===== src/rtl/normalise_product_y.sv =====
// normalise_product_y
// Normalises and rounds the unsigned mantissa product from the multiply stage.
// The product is shifted left one bit per cycle until bit 49 is set (the
// exponent is decremented with each shift). It is then rounded to 27 bits,
// round-to-nearest-even, and packed as {sign, exponent, mantissa}. Operands
// whose idle code is not no_idle are passed through unchanged.
//
// Ports
//   clock, reset_n            : clock, synchronous active-low reset
//   in_valid / in_ready       : input handshake (ready only in IDLE)
//   productout_Multiply[49:0] : unsigned mantissa product
//   zout_Multiply[35:0]       : {sign, exponent[7:0], mantissa[26:0]}
//   *_Multiply sidebands      : idle, cout, sout, mode, operation, NatLogFlag, InsTag
//   out_valid / out_ready     : output handshake (valid only in DONE)
//   zout_Normalise[35:0]      : packed normalised result
//   *_Normalise sidebands     : registered copies of the accepted sidebands
module normalise_product_y #(
  parameter logic [1:0] no_idle         = 2'b00,
  parameter logic [1:0] mode_circular   = 2'b01,
  parameter logic [1:0] mode_linear     = 2'b00,
  parameter logic [1:0] mode_hyperbolic = 2'b11
) (
  input  logic        clock,
  input  logic        reset_n,
  input  logic        in_valid,
  output logic        in_ready,
  input  logic [49:0] productout_Multiply,
  input  logic [35:0] zout_Multiply,
  input  logic [1:0]  idle_Multiply,
  input  logic [35:0] cout_Multiply,
  input  logic [31:0] sout_Multiply,
  input  logic [1:0]  modeout_Multiply,
  input  logic        operationout_Multiply,
  input  logic        NatLogFlagout_Multiply,
  input  logic [7:0]  InsTag_Multiply,
  output logic        out_valid,
  input  logic        out_ready,
  output logic [35:0] zout_Normalise,
  output logic [1:0]  idle_Normalise,
  output logic [35:0] cout_Normalise,
  output logic [31:0] sout_Normalise,
  output logic [1:0]  modeout_Normalise,
  output logic        operationout_Normalise,
  output logic        NatLogFlagout_Normalise,
  output logic [7:0]  InsTag_Normalise
);

  typedef enum logic [1:0] {IDLE, SHIFT, ROUND, DONE} state_t;

  state_t      r_state;
  state_t      w_state_next;

  logic [49:0] r_work;
  logic        r_sign;
  logic [7:0]  r_exp;
  logic [35:0] r_zout;
  logic [1:0]  r_idle;
  logic [35:0] r_cout;
  logic [31:0] r_sout;
  logic [1:0]  r_mode;
  logic        r_op;
  logic        r_natlog;
  logic [7:0]  r_tag;

  logic        w_accept;
  logic        w_work_zero;
  logic        w_shift_done;
  logic [26:0] w_m;
  logic        w_g;
  logic        w_s;
  logic        w_inc;
  logic [35:0] w_round_z;
  logic [1:0]  w_mode_code;

  assign w_accept     = in_valid && in_ready;
  assign w_work_zero  = (r_work == '0);
  assign w_shift_done = w_work_zero || r_work[49];

  // Rounding fields taken from the normalised working register
  assign w_m   = r_work[49:23];
  assign w_g   = r_work[22];
  assign w_s   = |r_work[21:0];
  assign w_inc = w_g && (w_s || w_m[0]);

  always_comb begin
    w_round_z = {r_sign, r_exp, w_m};
    if (w_work_zero) begin
      w_round_z = {r_sign, 8'h00, 27'h0};
    end else if (w_inc && (&w_m)) begin
      // Mantissa carry-out renormalises to 1.000... with exponent + 1
      w_round_z = {r_sign, r_exp + 8'd1, 27'h4000000};
    end else begin
      w_round_z = {r_sign, r_exp, w_m + {26'h0, w_inc}};
    end
  end

  // Mode codes are forwarded unchanged; recognised codes map onto themselves
  always_comb begin
    w_mode_code = modeout_Multiply;
    case (modeout_Multiply)
      mode_circular:   w_mode_code = mode_circular;
      mode_linear:     w_mode_code = mode_linear;
      mode_hyperbolic: w_mode_code = mode_hyperbolic;
      default:         w_mode_code = modeout_Multiply;
    endcase
  end

  always_ff @(posedge clock) begin
    if (!reset_n) begin
      r_state <= IDLE;
    end else begin
      r_state <= w_state_next;
    end
  end

  always_comb begin
    w_state_next = r_state;
    in_ready     = 1'b0;
    out_valid    = 1'b0;
    case (r_state)
      IDLE: begin
        in_ready = 1'b1;
        if (in_valid) begin
          w_state_next = (idle_Multiply == no_idle) ? SHIFT : DONE;
        end
      end
      SHIFT: begin
        if (w_shift_done) begin
          w_state_next = ROUND;
        end
      end
      ROUND: begin
        w_state_next = DONE;
      end
      DONE: begin
        out_valid = 1'b1;
        if (out_ready) begin
          w_state_next = IDLE;
        end
      end
      default: w_state_next = IDLE;
    endcase
  end

  always_ff @(posedge clock) begin
    if (!reset_n) begin
      r_work   <= '0;
      r_sign   <= 1'b0;
      r_exp    <= '0;
      r_zout   <= '0;
      r_idle   <= '0;
      r_cout   <= '0;
      r_sout   <= '0;
      r_mode   <= '0;
      r_op     <= 1'b0;
      r_natlog <= 1'b0;
      r_tag    <= '0;
    end else begin
      case (r_state)
        IDLE: begin
          if (w_accept) begin
            r_work   <= productout_Multiply;
            r_sign   <= zout_Multiply[35];
            r_exp    <= zout_Multiply[34:27];
            r_idle   <= idle_Multiply;
            r_cout   <= cout_Multiply;
            r_sout   <= sout_Multiply;
            r_mode   <= w_mode_code;
            r_op     <= operationout_Multiply;
            r_natlog <= NatLogFlagout_Multiply;
            r_tag    <= InsTag_Multiply;
            if (idle_Multiply != no_idle) begin
              r_zout <= zout_Multiply;
            end
          end
        end
        SHIFT: begin
          if (!w_shift_done) begin
            r_work <= {r_work[48:0], 1'b0};
            r_exp  <= r_exp - 8'd1;
          end
        end
        ROUND: begin
          r_zout <= w_round_z;
        end
        default: begin
        end
      endcase
    end
  end

  assign zout_Normalise          = r_zout;
  assign idle_Normalise          = r_idle;
  assign cout_Normalise          = r_cout;
  assign sout_Normalise          = r_sout;
  assign modeout_Normalise       = r_mode;
  assign operationout_Normalise  = r_op;
  assign NatLogFlagout_Normalise = r_natlog;
  assign InsTag_Normalise        = r_tag;

endmodule


===== config.mk =====
export PLATFORM = sky130hd
export DESIGN_NAME = normalise_product_y
export DESIGN_NICKNAME = d
export VERILOG_FILES = /design/src/rtl/normalise_product_y.sv
export SDC_FILE = /design/constraint.sdc
export NUM_CORES = 1
export LEC_CHECK = 0
export BUFFER_PORTS_ARGS = -buffer_cell sky130_fd_sc_hd__buf_4
export CAP_MARGIN = 20
export CORE_ASPECT_RATIO = 1.4
export CORE_MARGIN = 2
export CORE_UTILIZATION = 24
export CTS_BUF_LIST = sky130_fd_sc_hd__clkbuf_4
export DETAILED_ROUTE_END_ITERATION = 8
export HOLD_SLACK_MARGIN = 0.02
export PLACE_DENSITY = 0.42
export SLEW_MARGIN = 5
export SYNTH_ARGS = -nofsm -noshare
export SYNTH_HDL_FRONTEND = slang
export SYNTH_SLANG_ARGS = --single-unit

===== constraint.sdc =====
create_clock -name clock -period 2.7 [get_ports clock]
set_clock_uncertainty 0.05 [all_clocks]
set_input_delay 0.27 -clock clock [delete_from_list [all_inputs] [get_ports clock]]
set_output_delay 0.27 -clock clock [all_outputs]
set_load 0.01 [all_outputs]

== Word-level counts from Yosys, hierarchy flattened ==
Cells that the tools add are included.
W data, S select, Z words.

* Bits of input ports: 172
* Bits in registers: 179
* Output and inout port bits: 120

* Add/sub/neg operators: 3
* Muxes and demuxes: 19
* Reductions and logical operators: 18
* Equal/unequal tests: 11

{| class="wikitable"
|+ Operators with widths
! cell !! count
|-
| $mux W50 || 2
|-
| $pmux W50 S2 || 1
|-
| $mux W36 || 2
|-
| $pmux W36 S2 || 1
|-
| $mux W35 || 2
|-
| $logic_not A50 Y1 || 1
|-
| $add A27 B1 Y27 || 1
|-
| $reduce_and A27 Y1 || 1
|-
| $reduce_or A22 Y1 || 1
|-
| $mux W8 || 2
|-
| $pmux W8 S2 || 1
|-
| $ne A2 B2 Y1 const B || 6
|-
| $reduce_and A3 Y1 || 3
|-
| $add A8 B1 Y8 const B || 1
|-
| $mux W2 || 4
|-
| $pmux W2 S4 || 1
|-
| $sub A8 B1 Y8 const B || 1
|-
| $eq A2 B2 Y1 const B || 3
|-
| $logic_not A2 Y1 || 3
|-
| $pmux W2 S3 || 1
|-
| $reduce_bool A2 Y1 || 3
|-
| $eq A2 B1 Y1 const B || 2
|-
| $logic_and A1 B1 Y1 || 3
|-
| $logic_or A1 B1 Y1 || 2
|-
| 2 further kinds || 3
|}

== Logic depth before layout (Yosys ltp) ==
Gate-level depths: netlist of the first run.

* Depth after elaboration: 7
* Depth in mapped cells: 11
* Depth with buffers taken out: 7

== Worst setup path before layout of the first run ==
OpenSTA, ideal clock, no wires.

* Kind: register -> register
* Start point: register r_state[0]
* End point: register r_work[32]
* Data arrival time: 2.224 ns
* Clock period less this slack: 2.395 ns
* Slack: 0.305 ns
* Cell stages (with the launch flop): 12
* Required time: 2.529 ns
* Cell sequence: dfxtp_1 > inv_1 > ha_1 > clkbuf_1 > nand2b_1 > clkbuf_1 > a21boi_1 > a21bo_1 > buf_2 > buf_4 > buf_4 > mux2i_1

* Cells in the longest elaborated chain, start to end: 5
* Elaborated cells on any way between the ends: 9
* Classes of those cells: eq/ne (3); mux (2); reduce/logical (4)

{| class="wikitable"
|+ RTL lines
! element !! line !! RTL
|-
| from (decl) || 50 || <nowiki>state_t r_state;</nowiki>
|-
| from (signal assigned) || 112 || <nowiki>r_state <= w_state_next;</nowiki>
|-
| $logic_not A2 Y1 || 120 || <nowiki>case (r_state)</nowiki>
|-
| $mux W1 || 120 ||
|-
| net in_ready || 26 || <nowiki>output logic in_ready,</nowiki>
|-
| $logic_and A1 B1 Y1 || 75 || <nowiki>assign w_accept = in_valid && in_ready;</nowiki>
|-
| $ne A2 B2 Y1 (no line) || -- ||
|-
| $reduce_and A3 Y1 (no line) || -- ||
|-
| to (signal assigned) || 162 || <nowiki>r_work <= productout_Multiply;</nowiki>
|-
| to (signal assigned) || 179 || <nowiki>r_work <= {r_work[48:0], 1'b0};</nowiki>
|-
| to (decl) || 53 || <nowiki>logic [49:0] r_work;</nowiki>
|}

The timed path passes the listed nets, and every way through them passes these cells.
A chain may end at the register's enable or synchronous reset.

== Worst setup path in the final report of the first run ==
* Start point: register r_work[25]
* End point: register r_zout[24], in the netlist zout_Normalise[24]

* Cells in the longest elaborated chain, start to end: 5
* Elaborated cells on any way between the ends: 7
* Classes of those cells: add/sub (1); mux (3); reduce/logical (3)

{| class="wikitable"
|+ RTL lines
! element !! line !! RTL
|-
| parallel branches: the longest is 3 deep, another holds $add A27 B1 Y27 || -- ||
|-
| $mux W35 * || 87 || <nowiki>if (w_work_zero) begin</nowiki>
|-
| $pmux W36 S2 * || 159 || <nowiki>case (r_state)</nowiki>
|-
| to (signal assigned) || 173 || <nowiki>r_zout <= zout_Multiply;</nowiki>
|-
| to (signal assigned) || 184 || <nowiki>r_zout <= w_round_z;</nowiki>
|-
| to (decl) || 56 || <nowiki>logic [35:0] r_zout;</nowiki>
|}

Mark *: on every way between the ends.

==> results of run 1 <==
[tightest hold or removal path, delay by kind of cell]
family,cells,cell delay (ns)
and+or+nand+nor,1,0.15
buffers and inverters,1,0.12
AOI/OAI and AO/OA,1,0.13
muxes,1,0.09
[cell usage after synthesis, drive strengths merged]
| cell type | count |
|---|---|
| a211oi | 2 |
| a21bo | 1 |
| a21boi | 2 |
| a21o | 1 |
| a21oi | 155 |
| a311oi | 1 |
| a31oi | 2 |
| a41o | 1 |
| and2 | 2 |
| and3 | 4 |
| and4 | 8 |
| buf | 15 |
| clkbuf | 85 |
| clkinv | 1 |
| dfxtp | 179 |
| ha | 7 |
| inv | 15 |
| mux2 | 49 |
| mux2i | 54 |
| nand2 | 293 |
| nand2b | 4 |
| nand3 | 28 |
| nand4 | 16 |
| nor2 | 11 |
| nor2b | 2 |
| nor3 | 14 |
| nor4 | 23 |
| o211ai | 17 |
| o21a | 6 |
| o21ai | 47 |
| o221a | 1 |
| o221ai | 3 |
| o22a | 1 |
| o22ai | 5 |
| o2bb2ai | 1 |
| o31a | 7 |
| o32ai | 4 |
| o41a | 1 |
| or3 | 1 |
| or3b | 1 |
| or4 | 5 |
| xnor2 | 9 |
| xor2 | 7 |
[cell type report]
cell class | instances | area [µm²]
Clock inverter | 14 | 176.4
Clock buffer | 18 | 135.1
Timing Repair Buffer | 501 | 4259
Tap cell | 462 | 578.1
Antenna cell | 1 | 2.502
Multi-Input combinational cell | 796 | 4638
Sequential cell | 179 | 3583
Fill cell | 3700 | 22270
Inverter | 16 | 60.06
[sequential cells by signal (all words and copies together) (netlist names)]
signal / count
InsTag_Normalise: 8
NatLogFlagout_Normalise: 1
cout_Normalise: 36
idle_Normalise: 2
modeout_Normalise: 2
operationout_Normalise: 1
r_exp: 8
r_sign: 1
r_state: 2
r_work: 50
sout_Normalise: 32
zout_Normalise: 36
[power groups by stage]
stage	Combinational, mW	Sequential, mW	Clock (mW)
after global routing	6.07	4.47	1.93
after detailed placement	5.37	4.40	0
final	5.49	4.33	1.74
after floorplan	3.15	4.25	0
after CTS	5.59	4.34	1.85
after global placement	5.36	4.39	0
[metal layers]
| metal | vias to the layer above | share of wire [%] | track usage, % | wire [µm] |
|---|---|---|---|---|
| met1 | 4230 | 42 | 19.73 | 13830 |
| met2 | 228 | 51 | 31.81 | 17060 |
| met5 | - | 0 | 0 | 0 |
| met4 | 0 | 2.0 | 5.571 | 665 |
| met3 | 29 | 4.9 | 3.411 | 1624 |
| li1 | 4615 | - | - | - |
[path summary, 6_finish.rpt]
kind                            depth (start not counted)                  from              endpoint
worst min register to register                          2  modeout_Normalise[1]  modeout_Normalise[1]
worst min-delay path                                    4              in_valid            r_state[0]
worst max register to register                          5            r_work[25]    zout_Normalise[24]
worst max-delay path                                    5            r_work[25]    zout_Normalise[24]
[logic make-up (layout without fill, tap and decap cells)]
family / after synthesis / count (layout) / share of synthesized area [%]
fa+ha+maj: 7 / 7 / 1.009
simple gates: 412 / 412 / 21.10
other cells: 0 / 1 / 0
flops: 179 / 179 / 41.30
compound gates: 258 / 258 / 16.84
buf+inv: 116 / 549 / 5.538
mux: 103 / 103 / 12.59
xor+xnor: 16 / 16 / 1.615
[per-stage QoR]
step                      std cells  power (mW)  hold slack (ns)
after floorplan                1091       7.400           0.3560
after global placement         1785       9.752           0.3925
after detailed placement       1785       9.770           0.3971
after CTS                      1986       11.77          0.03218
after global routing           1987       12.47          0.06297
final                          1987       11.56           0.1103
==> flow_summary.toml, run 1 <==
[outcome]
status = "complete, no violations"

[job]
drv_cap = 0

[detailed_routing]
vias = 9102
drt_wl_total_um = 33190
drc = 0
drtPass1Iterations = 5
vias_per_cell = 4.581
routedWlPerCell_um = 16.70
ant_nets = 0
drtIter0Drc = 478

[finish]
final_cell_area_um2 = 13430
final_nets = 1690
layout_commonest_cell = "buf_4"
most-common-layout-cells = "buf_4, nand2_1, dfxtp_1, dlygate4sd3_1, a21oi_1"
area_growth_pct = 54.83
drive_gt1_share_pct = 28.15
fin_util_pct = 37.62

[clock_tree]
clk_latency_ns = 0.64
cts_tree = "done"
cts_resized = 0
path_clk_slew_ns = 0.16
cts_max_level = 4
postCtsHoldBufs = 169
cts-root-buf = "clkbuf_4"
cts_made_buffers = 17
clkSinkCount = 179
post_cts_buffers = 0
clockBufferDepth = 2

[die]
start_util_pct = 24.30
io_pins = 292
dieArea_um2 = 37710
fp-row-count = 82
die_h_um = 229.0
core_um2 = 35700
die_w_um = 164.7

[worst_setup_path]
crit_buf_inv = 0
critical_path_class = "register to register"
slowest_delay_ns = 0.73
rrSetupSlack_ns = 0.24
crit_top_cell = "or4_4"
required_ns = 3.18
startpoint_type = "register"
crit_path_cell_trace = "nand4_2 -> or4_4 -> or4_4 -> o211ai_1 -> a21oi_1"
worst_ep_arrival_time_ns = 2.94
cp_slowest_cell = "or4_4"
cp_max_fo = 25
cp-end-kind = "register"
critPathTopFamily = "simple AND/OR/NAND/NOR gates"

[sta]
finalCritPeriodShare_pct = 90.98
relSlewSlack_pct = 51.88
fin_crit_ns = 2.457
hold_viol = 0
setup_viol = 0
setup_tns_ns = 0
drv_slew = 0
worst_slew_pin_slew_ns = 0.7218
max_freq_mhz = 407.1
worst_slack_ns = 0.2434
rsz0062_at_grt = "false"

[synthesis]
synth_cell_types = 56
yosysWarnings = 0
yosys.area.top_type_share_pct = 41.30
syn_area_per_cell_um2 = 7.952
netlist_instances = 1091
synth.area.top_cells = "dfxtp_1, nand2_1, a21oi_1"
syn_area_um2 = 8676
synth-seq-cells = 179
synth_top_area_cell = "dfxtp_1"
syn_nets = 1270
yosysSeqAreaShare_pct = 41.30

[placement]
place_congestion = 0.7501
io_buffers = 291
hpwl_um = 23360
postPlaceCellArea_um2 = 11430
dpl_worst_slack_ns = 0.2560

[power_and_ir_drop]
power_frac_seq_pct = 37.5
p_per_area_nw_per_um2 = 860.9
p_leak_nw = 5.629
p_sw_share_pct = 41.54
power_frac_comb_pct = 47.4
p_int_mw = 6.761
clkPwrFrac_pct = 15.1
vdd_ir_drop_max_mv = 0.5076
p_switching_mw = 4.804

[global_route]
antenna_found_initial = 1
grt_usage_pct = 17.30
grt_pass1_wl_um = 50650
grt_pass1_vias = 9121
grt_max_degree = 153
gr-total-overflow = 0

[hold_path]
worstHoldPathType = "input pin to register"
No activity file was read; power rests on OpenSTA's default activity.
==> inputs of run 2 (changes only) <==
--- a/config.mk
+++ b/config.mk
@@ -5,7 +5,7 @@
 export SDC_FILE = /design/constraint.sdc
 export NUM_CORES = 1
 export LEC_CHECK = 0
-export BUFFER_PORTS_ARGS = -buffer_cell sky130_fd_sc_hd__buf_4
+export BUFFER_PORTS_ARGS = -buffer_cell sky130_fd_sc_hd__buf_2
 export CAP_MARGIN = 20
 export CORE_ASPECT_RATIO = 1.4
 export CORE_MARGIN = 2
==> flow_summary.toml, run 2 (same netlist as run 1, synthesis figures left out) <==
[finish]
seq_area_um2 = 3583
largest_register = "r_work"
layout_commonest_cell = "nand2_1"
area_growth_pct = 46.70
multi_input_area_um2 = 4638
final_nets = 1699
largest_register_ffs = 50
drive_gt1_share_pct = 28.20
nFillCells = 3736
most-common-layout-cells = "nand2_1, buf_2, dfxtp_1, dlygate4sd3_1, a21oi_1"

[worst_setup_path]
timing.rr.start = "r_work[22]"
worst_ep_arrival_time_ns = 2.95
cp_slowest_cell = "or4_4"
crit_path_cell_trace = "nand4_2 -> or4_4 -> or4_4 -> o211ai_1 -> a21oi_1"
cp_max_fo = 25
crit_start = "r_work[22]"
required_ns = 3.17
startpoint_type = "register"
critical_path_class = "register to register"
slowest_delay_ns = 0.74
cp-end-kind = "register"
crit_top_cell = "or4_4"

[power_and_ir_drop]
power_frac_seq_pct = 38.6
power.total_mw = 11.04
p_sw_share_pct = 42.93
p_switching_mw = 4.737
p_leak_nw = 5.480
power_frac_comb_pct = 48.8
p_int_mw = 6.298
clkPwrFrac_pct = 12.6
vdd_ir_drop_max_mv = 0.3965
p_per_area_nw_per_um2 = 867.1

[global_route]
grt_max_degree = 120
grt_usage_pct = 16.92
gr-total-overflow = 0
antenna_found_initial = 3
grt_pass1_vias = 9055
grt_pass1_wl_um = 49490

[clock_tree]
clk_latency_ns = 0.64
cts_made_buffers = 17
clockBufferDepth = 2
clkSinkCount = 179
cts_tree = "done"
cts_max_level = 4
path_clk_slew_ns = 0.17
cts-root-buf = "clkbuf_4"

[detailed_routing]
drtPass1Iterations = 4
drtIter0Drc = 366
vias = 9179
ant_nets = 0
vias_per_cell = 4.596
drc = 0
routedWlPerCell_um = 16.42
drt_wl_total_um = 32800

[sta]
setup_viol = 0
fin_crit_ns = 2.478
rsz0062_at_grt = "false"
drv_slew = 0
finalCritPeriodShare_pct = 91.79
hold_viol = 0
max_freq_mhz = 403.5
relSlewSlack_pct = 36.01
setup_tns_ns = 0
worst_slew_pin_slew_ns = 0.9598

[job]
drv_cap = 0

[die]
core_um2 = 35700
die_w_um = 164.7
dieArea_um2 = 37710
io_pins = 292
die_h_um = 229.0
fp-row-count = 82
start_util_pct = 24.30

[hold_path]
worstHoldPathType = "input pin to register"
min_from = "in_valid"

[outcome]
status = "complete, no violations"

[placement]
hpwl_um = 22720
io_buffers = 291
place_congestion = 0.7686
==> run 2: cell types whose count changed in the layout (fill, tap and decap cells not counted) <==
cell / delta
clkinv_1: +1
buf_4: -287
clkinv_2: +3
inv_6: -3
bufinv_16: -3
buf_2: +290
diode_2: +2
clkinv_4: +2
buf_12: +2
dlygate4sd3_1: +4
clkinvlp_4: -1
==> run 2: timing repair <==
action	CTS	global route
endpoints found under the hold margin	179	0
resized for setup	0	0
hold buffers	173	0
buffers inserted	0	0
==> run 2: power groups by stage <==
stage / Sequential [mW] / Clock, mW / Combinational, mW
global route: 4.39 / 1.57 / 5.91
global placement: 4.30 / 0 / 5.26
detailed placement: 4.32 / 0 / 5.25
finish: 4.25 / 1.39 / 5.39
CTS: 4.25 / 1.49 / 5.48
floorplan: 4.25 / 0 / 3.15
==> run 2: through the flow <==
stage          utilization, %  instances  instance area [µm²]  hold slack, ns  setup slack (ns)
2_1_floorplan               -       1091                 8676          0.3560            0.3049
3_3_place_gp            30.15       1790                10760          0.3886            0.2956
3_5_place_dp            30.15       1790                10760          0.3930            0.2578
4_1_cts                 35.63       1994                12720         0.08811            0.2128
5_1_grt                 35.65       1997                12730          0.1373           0.08869
6_report                35.65       1997                12730          0.1539            0.2216
==> run 2: layout make-up <==
| cell class | instances | area share (%) |
|---|---|---|
| flip-flops and latches | 179 | 28.16 |
| diodes | 3 | 0.05899 |
| well taps | 462 | 4.542 |
| clock buffers | 18 | 1.062 |
| repair buffers | 510 | 28.57 |
| multi-input cells | 796 | 36.44 |
| clock inverters | 13 | 0.6980 |
| inverters | 16 | 0.4719 |
==> run 2: layer usage <==
metal,global-route usage [%],wire [µm]
met5,0,0
met4,5.625,541
met3,2.577,1543
met2,31.97,17200
met1,18.96,13520
==> run 2: path summary, 6_finish.rpt <==
kind	endpoint	slack, ns	depth (start not counted)
max reg2reg	zout_Normalise[22]	0.22	5
min	r_state[0]	0.15	4
max	zout_Normalise[22]	0.22	5
min reg2reg	idle_Normalise[1]	0.41	2
==> run 2: critical path: cells and delay by family, from the launching register on <==
family	cells	cell delay (ns)
simple gates	3	1.55
flops	1	0.50
compound gates	2	0.26
